[src/rtl/swervolf_pkg.sv]
`default_nettype none
// ============================================================================
// Module      : swervolf_pkg
// Description : Shared constants for the SweRVolf branch statistics block.
// Revision    : 1.0 - initial release
// ============================================================================
package swervolf_pkg;

    localparam int CNT_W_DEFAULT = 32;

    typedef enum logic [1:0] {
        BSTAT_TOTAL = 2'd0,
        BSTAT_TAKEN = 2'd1,
        BSTAT_MISP  = 2'd2,
        BSTAT_CTRL  = 2'd3
    } bstat_addr_e;

    localparam int FREEZE = 0;
    localparam int OVF    = 1;
    localparam int CLEAR  = 2;

    // Number of set bits in a two-lane qualifier vector (0..2).
    function automatic logic [1:0] pop2(input logic [1:0] v);
        return {v[1] & v[0], v[1] ^ v[0]};
    endfunction

endpackage
`default_nettype wire

[src/rtl/swervolf_sat_counter.sv]
`default_nettype none
// ============================================================================
// Module      : swervolf_sat_counter
// Description : Event counter adding 0..2 per cycle, saturating or wrapping.
// Revision    : 1.0 - initial release
// ============================================================================
module swervolf_sat_counter #(
    parameter int CNT_W    = 32,
    parameter bit SATURATE = 1'b1
) (
    input  logic             clk,
    input  logic             rst,
    input  logic             clr,
    input  logic             en,
    input  logic [1:0]       inc,
    output logic [CNT_W-1:0] count,
    output logic             ovf_pulse
);

    logic [CNT_W:0] w_sum;

    assign w_sum     = {1'b0, count} + (CNT_W+1)'(inc);
    // Clear takes priority, so an overflow in a clear cycle never reports.
    assign ovf_pulse = en & ~clr & w_sum[CNT_W];

    always_ff @(posedge clk) begin
        if (rst || clr) begin
            count <= '0;
        end else if (en) begin
            if (w_sum[CNT_W] && SATURATE)
                count <= '1;
            else
                count <= w_sum[CNT_W-1:0];
        end
    end

endmodule
`default_nettype wire

[src/rtl/swervolf_branch_stats.sv]
`default_nettype none
// ============================================================================
// Module      : swervolf_branch_stats
// Description : Retired/taken/mispredicted branch counters with display
//               snapshots and a Wishbone control/status slave.
// Revision    : 1.0 - initial release
// ============================================================================
module swervolf_branch_stats
    import swervolf_pkg::*;
#(
    parameter int CNT_W    = CNT_W_DEFAULT,
    parameter bit SATURATE = 1'b1
) (
    input  logic             clk,
    input  logic             rst,
    input  logic [1:0]       i_br_valid,
    input  logic [1:0]       i_br_taken,
    input  logic [1:0]       i_br_mispred,
    input  logic             i_snap,
    input  logic [1:0]       i_wb_adr,
    input  logic [31:0]      i_wb_dat,
    input  logic             i_wb_we,
    input  logic             i_wb_cyc,
    input  logic             i_wb_stb,
    output logic [31:0]      o_wb_rdt,
    output logic             o_wb_ack,
    output logic [CNT_W-1:0] o_branches,
    output logic [CNT_W-1:0] o_taken,
    output logic             o_ovf
);

    logic             r_ack;
    logic [31:0]      r_rdt;
    logic             r_freeze;
    logic             r_ovf;
    logic [CNT_W-1:0] r_branches;
    logic [CNT_W-1:0] r_taken;

    logic             w_req;
    logic             w_ctrl_wr;
    logic             w_clr;
    logic             w_en;
    logic [31:0]      w_rdt;
    logic [CNT_W-1:0] w_tot_cnt, w_tk_cnt, w_mp_cnt;
    logic             w_tot_ovf, w_tk_ovf, w_mp_ovf;
    logic             w_unused;

    assign w_req     = i_wb_cyc & i_wb_stb & ~r_ack;
    assign w_ctrl_wr = w_req & i_wb_we & (i_wb_adr == BSTAT_CTRL);
    // Clear lands on the same edge that accepts the write, ahead of events.
    assign w_clr     = w_ctrl_wr & i_wb_dat[CLEAR];
    assign w_en      = ~r_freeze;
    assign w_unused  = &{1'b0, i_wb_dat[31:3], i_wb_dat[OVF]};

    swervolf_sat_counter #(.CNT_W(CNT_W), .SATURATE(SATURATE)) u_tot_cnt (
        .clk(clk), .rst(rst), .clr(w_clr), .en(w_en),
        .inc(pop2(i_br_valid)),
        .count(w_tot_cnt), .ovf_pulse(w_tot_ovf)
    );

    swervolf_sat_counter #(.CNT_W(CNT_W), .SATURATE(SATURATE)) u_tk_cnt (
        .clk(clk), .rst(rst), .clr(w_clr), .en(w_en),
        .inc(pop2(i_br_valid & i_br_taken)),
        .count(w_tk_cnt), .ovf_pulse(w_tk_ovf)
    );

    swervolf_sat_counter #(.CNT_W(CNT_W), .SATURATE(SATURATE)) u_mp_cnt (
        .clk(clk), .rst(rst), .clr(w_clr), .en(w_en),
        .inc(pop2(i_br_valid & i_br_mispred)),
        .count(w_mp_cnt), .ovf_pulse(w_mp_ovf)
    );

    always_comb begin
        w_rdt = '0;
        case (i_wb_adr)
            BSTAT_TOTAL: w_rdt = 32'(w_tot_cnt);
            BSTAT_TAKEN: w_rdt = 32'(w_tk_cnt);
            BSTAT_MISP:  w_rdt = 32'(w_mp_cnt);
            default: begin
                w_rdt[FREEZE] = r_freeze;
                w_rdt[OVF]    = r_ovf;
            end
        endcase
    end

    always_ff @(posedge clk) begin
        if (rst) begin
            r_ack    <= 1'b0;
            r_rdt    <= '0;
            r_freeze <= 1'b0;
            r_ovf    <= 1'b0;
        end else begin
            r_ack <= w_req;
            if (w_req)
                r_rdt <= w_rdt;
            if (w_ctrl_wr)
                r_freeze <= i_wb_dat[FREEZE];
            if (w_clr)
                r_ovf <= 1'b0;
            else if (w_tot_ovf || w_tk_ovf || w_mp_ovf)
                r_ovf <= 1'b1;
        end
    end

    // Snapshots sample pre-update live values, so a coincident clear is not seen.
    always_ff @(posedge clk) begin
        if (rst) begin
            r_branches <= '0;
            r_taken    <= '0;
        end else if (i_snap) begin
            r_branches <= w_tot_cnt;
            r_taken    <= w_tk_cnt;
        end
    end

    assign o_wb_ack   = r_ack;
    assign o_wb_rdt   = r_rdt;
    assign o_ovf      = r_ovf;
    assign o_branches = r_branches;
    assign o_taken    = r_taken;

endmodule
`default_nettype wire
[config.mk]
export PLATFORM = sky130hd
export DESIGN_NAME = swervolf_branch_stats
export DESIGN_NICKNAME = d
export VERILOG_FILES = /design/src/rtl/swervolf_pkg.sv /design/src/rtl/swervolf_sat_counter.sv /design/src/rtl/swervolf_branch_stats.sv
export SDC_FILE = /design/constraint.sdc
export NUM_CORES = 1
export LEC_CHECK = 0
export ABC_AREA = 1
export BUFFER_PORTS_ARGS = -buffer_cell sky130_fd_sc_hd__buf_2
export CORE_MARGIN = 1.5
export CORE_UTILIZATION = 45
export DETAILED_ROUTE_END_ITERATION = 10
export SETUP_SLACK_MARGIN = 0.02
export SLEW_MARGIN = 25
export SYNTH_ARGS = -nofsm -noshare
export SYNTH_HDL_FRONTEND = slang
export SYNTH_HIERARCHICAL = 1
export SYNTH_SLANG_ARGS = --single-unit
[constraint.sdc]
create_clock -name clk -period 2.2 [get_ports clk]
set_input_delay 0.11 -clock clk [delete_from_list [all_inputs] [get_ports clk]]
set_output_delay 0.11 -clock clk [all_outputs]
set_load 0.02 [all_outputs]
-- Word level (Yosys, flattened, before mapping)
Index checks and enable logic that the tools add are counted.
- register bits after elaboration: 195
- output and inout bits: 98
- input port bits: 46
- reductions and logical operators: 5
- muxes and demuxes: 5
- bitwise operators: 20
- eq/ne operators: 3
- $add $sub $neg: 3
- operator list (kind ; number):
    $add 32x2->33 ; 3
    $mux 32 ; 3
    $pmux 30 s3 ; 1
    $and 1x1->1 ; 12
    $pmux 2 s3 ; 1
    $and 2x2->2 ; 2
    $eq 2x2->1 const B ; 2
    $logic_or 1x1->1 ; 3
    $not 1->1 ; 3
    $xor 1x1->1 ; 3
    $eq 2x1->1 const B ; 1
    $logic_not 2->1 ; 1
    $reduce_or 2->1 ; 1

-- Depth between registers and ports, before layout
- depth in word-level cells: 10
- mapped depth: 15

-- By module
The synthesis kept the hierarchy.
- modules (own cells, without submodules) (module ; area an instance (um2) ; instances ; sequential area each (um2) ; cells an instance):
    swervolf_branch_stats ; 4336.7 ; 1 ; 1981.9 ; 601
    swervolf_sat_counter (u_mp_cnt ...) ; 2168.3 ; 2 ; 640.6 ; 318
    swervolf_sat_counter (u_tot_cnt) ; 2122.0 ; 1 ; 640.6 ; 309

-- Least setup slack after synthesis
No wires, ideal clock.
- path kind: input to register
- from: input port i_br_valid[1]
- to: register u_tk_cnt.count[30]
- required time: 2091 ps
- path buffers: 0
- arrival: 1840 ps
- path slack: 251 ps
- stages: 14
- cells stage by stage: nand2_1 -> inv_1 -> ha_1 -> ha_1 -> inv_1 -> fa_1 -> nor2_2 -> nand3_1 -> nor2_4 -> nand3_1 -> nand2_1 -> nand3_2 -> nand2_1 -> inv_1
- longest elaborated chain between the ends: 4
- RTL lines (item ; RTL line ; text):
    from (decl) ; swervolf_branch_stats.sv:16 ; input logic [1:0] i_br_valid,
    $and 2x2->2 * ; swervolf_branch_stats.sv:63 ; .inc(pop2(i_br_valid & i_br_taken)),
    $xor 1x1->1 / $and 1x1->1 (equally long branches) ; swervolf_pkg.sv:24 ; return {v[1] & v[0], v[1] ^ v[0]};
    $add 32x2->33 * ; swervolf_sat_counter.sv:22 ; assign w_sum = {1'b0, count} + (CNT_W+1)'(inc);
    $mux 32 * ; swervolf_sat_counter.sv:30 ; if (w_sum[CNT_W] && SATURATE)
    to (signal assigned) ; swervolf_sat_counter.sv:33 ; count <= w_sum[CNT_W-1:0];
    to (decl) ; swervolf_sat_counter.sv:16 ; output logic [CNT_W-1:0] count,
Every way passes the cells marked *; elsewhere a longest branch is shown, timed or not.
A chain may end at the register's enable or synchronous reset.

-- Worst setup path after layout
- from: register u_tk_cnt.count[0]
- to: register u_tk_cnt.count[27]
- longest elaborated chain between the ends: 2
- RTL lines (item ; RTL line):
    $add 32x2->33 ; swervolf_sat_counter.sv:22
    $mux 32 ; swervolf_sat_counter.sv:30
Every way passes these cells.

==> results_dict.tcl <==
set metrics [dict create \
    post-route-util 0.528 \
    cellLeakagePower_nw 5.30 \
    max_slew_margin 0.352 \
    finalSetupTns_ps 0 \
    period_minus_slack_ps 2060 \
    cts_tree "yes" \
    post_layout_nonfiller_instances 2000 \
    worst_pin_slew_ps 973 \
    wirelength_mm 33.1 \
    fp-row-count 56 \
    grt_antenna_before_repair 0 \
    synth-warning-count 6 \
    syn-mean-instance-area_um2 6.98 \
    postSynthNetCount 1604 \
    layout.area.seq_um2 3900 \
    core_area_um2 23500 \
    fp.dieW_um 158 \
    detail_route.vias_per_cell 5.25 \
    worstSetupPathType "reg -> reg" \
    routed_vias 10500 \
    ys_seq_elements 195 \
    numPlacedInstances 1967 \
    leading_cell_types_in_the_layout_fill_and_taps_excluded "362 x nand2_1, 240 x nor2_1, 195 x dfxtp_1, 161 x nand3_1, 127 x inv_1" \
    wire_per_inst_um 16.5 \
    grt_setup_unrepaired "yes" \
    total_die_area_um2 24900 \
    hp-class "in -> reg" \
    pre_cts_ws_ps -128 \
    critical_path_peak_fanout 17 \
    number_of_global_route_vias_before_repair 9363 \
    cts_root_buf "clkbuf_16" \
    drt_pre_antenna_iters 6 \
    io_pins 144 \
    grt_util_all_layers 0.268 \
    worst_hold_slack_ps 1.40 \
    antenna_left 0 \
    clock_skew_after_layout_ps 11.1 \
    timing.final.hold_violations 0 \
    worst_slack_ps 142 \
    layout.cell_area.non_filler_um2 12400 \
    grt_start_max_net_pins 67 \
    ctsLongestPathBuffers 2 \
    tritoncts.num_buffers 17 \
    gp_congestion 0.906 \
    layout.filler_cells 2374 \
    final_setup_viols 0 \
    post_synth_num_cell_types 38 \
    max_clock_freq_mhz 486 \
    mostFrequentLayoutCell "nand2_1" \
    fin_total_pwr_mw 7.52 \
    async_reset_ff_frac 0 \
    cts_num_sinks 195 \
    dieHeight_um 158 \
    critPathCaptureType "register" \
    synth_area_um2 10800 \
    synth_seq_area_share 0.362 \
    antenna_cells_inserted 0 \
    start_util 0.460 \
    clock_latency_ps 450 \
    grt-ovfl-total 0 \
    ys.flop_type "dfxtp_1" \
    max_slew_violation_count 0 \
    power.density_cell_area_nw_per_um2 606 \
    worst_ep_required_time_ps 2590 \
    proportion_of_layout_cells_with_a_drive_suffix_above_1 0.211 \
    drt_iter0_drc 1192 \
    timing.final.crit_share 0.936 \
    port_buffers 113 \
    grt_first_pass_wirelength_mm 51.3 \
    start_kind "register" \
    hpwl_mm 24.7 \
    number_of_enable_flip_flop_cells_after_synthesis 0 \
    irDropWorstVdd_v 0.000380 \
    result_of_the_run "complete, no violations" \
    multiInputGateArea_um2 5930 \
    clock_transition_at_the_register_clock_pins_on_the_worst_setup_and_hold_paths_after_cts_ps 80 \
    cap_violations 0 \
    ctsHtreeMaxLevel 4 \
    arrival_ps 2450 \
    postPlaceCellArea_um2 11800 \
    final_net_count 1726 \
    area_delta_synth_final_pct 14.9 \
    synthesis.instances 1546 \
    drt_drc 0 \
]
==> report_power, final <==
group          leakage (nW)  internal (mW)  switching [mW]
sequential             1.58           3.61          0.0491
combinational          3.42          0.199           0.429
clock                 0.296           1.56            1.68
==> what timing repair did <==
item | in CTS | in global routing
hold buffers | 1 | 0
endpoints found under the hold margin | 1 | 0
buffers inserted | 0 | 0
gates resized for setup | 0 | 2
setup endpoints to repair | 0 | 8
==> cell families after synthesis <==
group,synth area share
AO/OA/AOI/OAI,0.110
XOR/XNOR,0.0211
AND/OR/NAND/NOR,0.402
adder cells (fa/ha/maj),0.0160
flip-flops,0.362
buffers and inverters,0.0899
==> worst max-delay path: stages, from the launching register on <==
cell     delay [ps]
dfxtp_1         340
ha_1            170
inv_1            60
fa_1            450
nor2_2          210
nand2_2          90
nor2_4          140
nand4_4         170
buf_12          220
nand3_2          70
nand2_1          50
inv_1            50
==> Yosys cell counts (all sizes together), types with 3 or more instances <==
cell type	n	area share
nor3	12	0.0056
or2	8	0.0046
nand2	381	0.14
xor2	14	0.011
xnor2	12	0.0097
and2	4	0.0023
dfxtp	195	0.36
clkbuf	16	0.0064
nor2	277	0.12
o21ai	82	0.038
nand4	36	0.025
nand3b	16	0.011
a31oi	22	0.013
fa	3	0.0056
buf	52	0.036
a21oi	76	0.053
o21bai	7	0.0056
inv	137	0.048
nand3	185	0.097
ha	9	0.010
==> metal layers <==
metal / routed length, um / global-route usage
met5: 0 / 0
met4: 775 / 0.0840
met3: 2260 / 0.0381
met2: 14300 / 0.402
met1: 15800 / 0.395
==> registers in the layout (all words and copies together), names as in the netlist <==
signal,cells
o_branches,32
o_ovf,1
o_taken,32
o_wb_ack,1
o_wb_rdt,32
r_freeze,1
u_mp_cnt/count,32
u_tk_cnt/count,32
u_tot_cnt/count,32
==> area by class of cell <==
class | count | area share
Multi-Input combinational cell | 1146 | 0.478
Sequential cell | 195 | 0.315
Timing Repair Buffer | 171 | 0.0849
Inverter | 137 | 0.0415
Clock buffer | 17 | 0.0343
Tap cell | 319 | 0.0322
Clock inverter | 15 | 0.0145
==> worst paths after layout <==
kind / start / to / slack, ps / depth (start not counted)
worst min-delay path: i_wb_dat[2] / o_ovf / 1 / 4
worst min register to register: o_wb_rdt[21] / o_wb_rdt[21] / 470 / 2
worst max-delay path: u_tk_cnt/count[0] / u_tk_cnt/count[27] / 140 / 11
worst max register to register: u_tk_cnt/count[0] / u_tk_cnt/count[27] / 140 / 11
(Power assumes the default switching activity.)
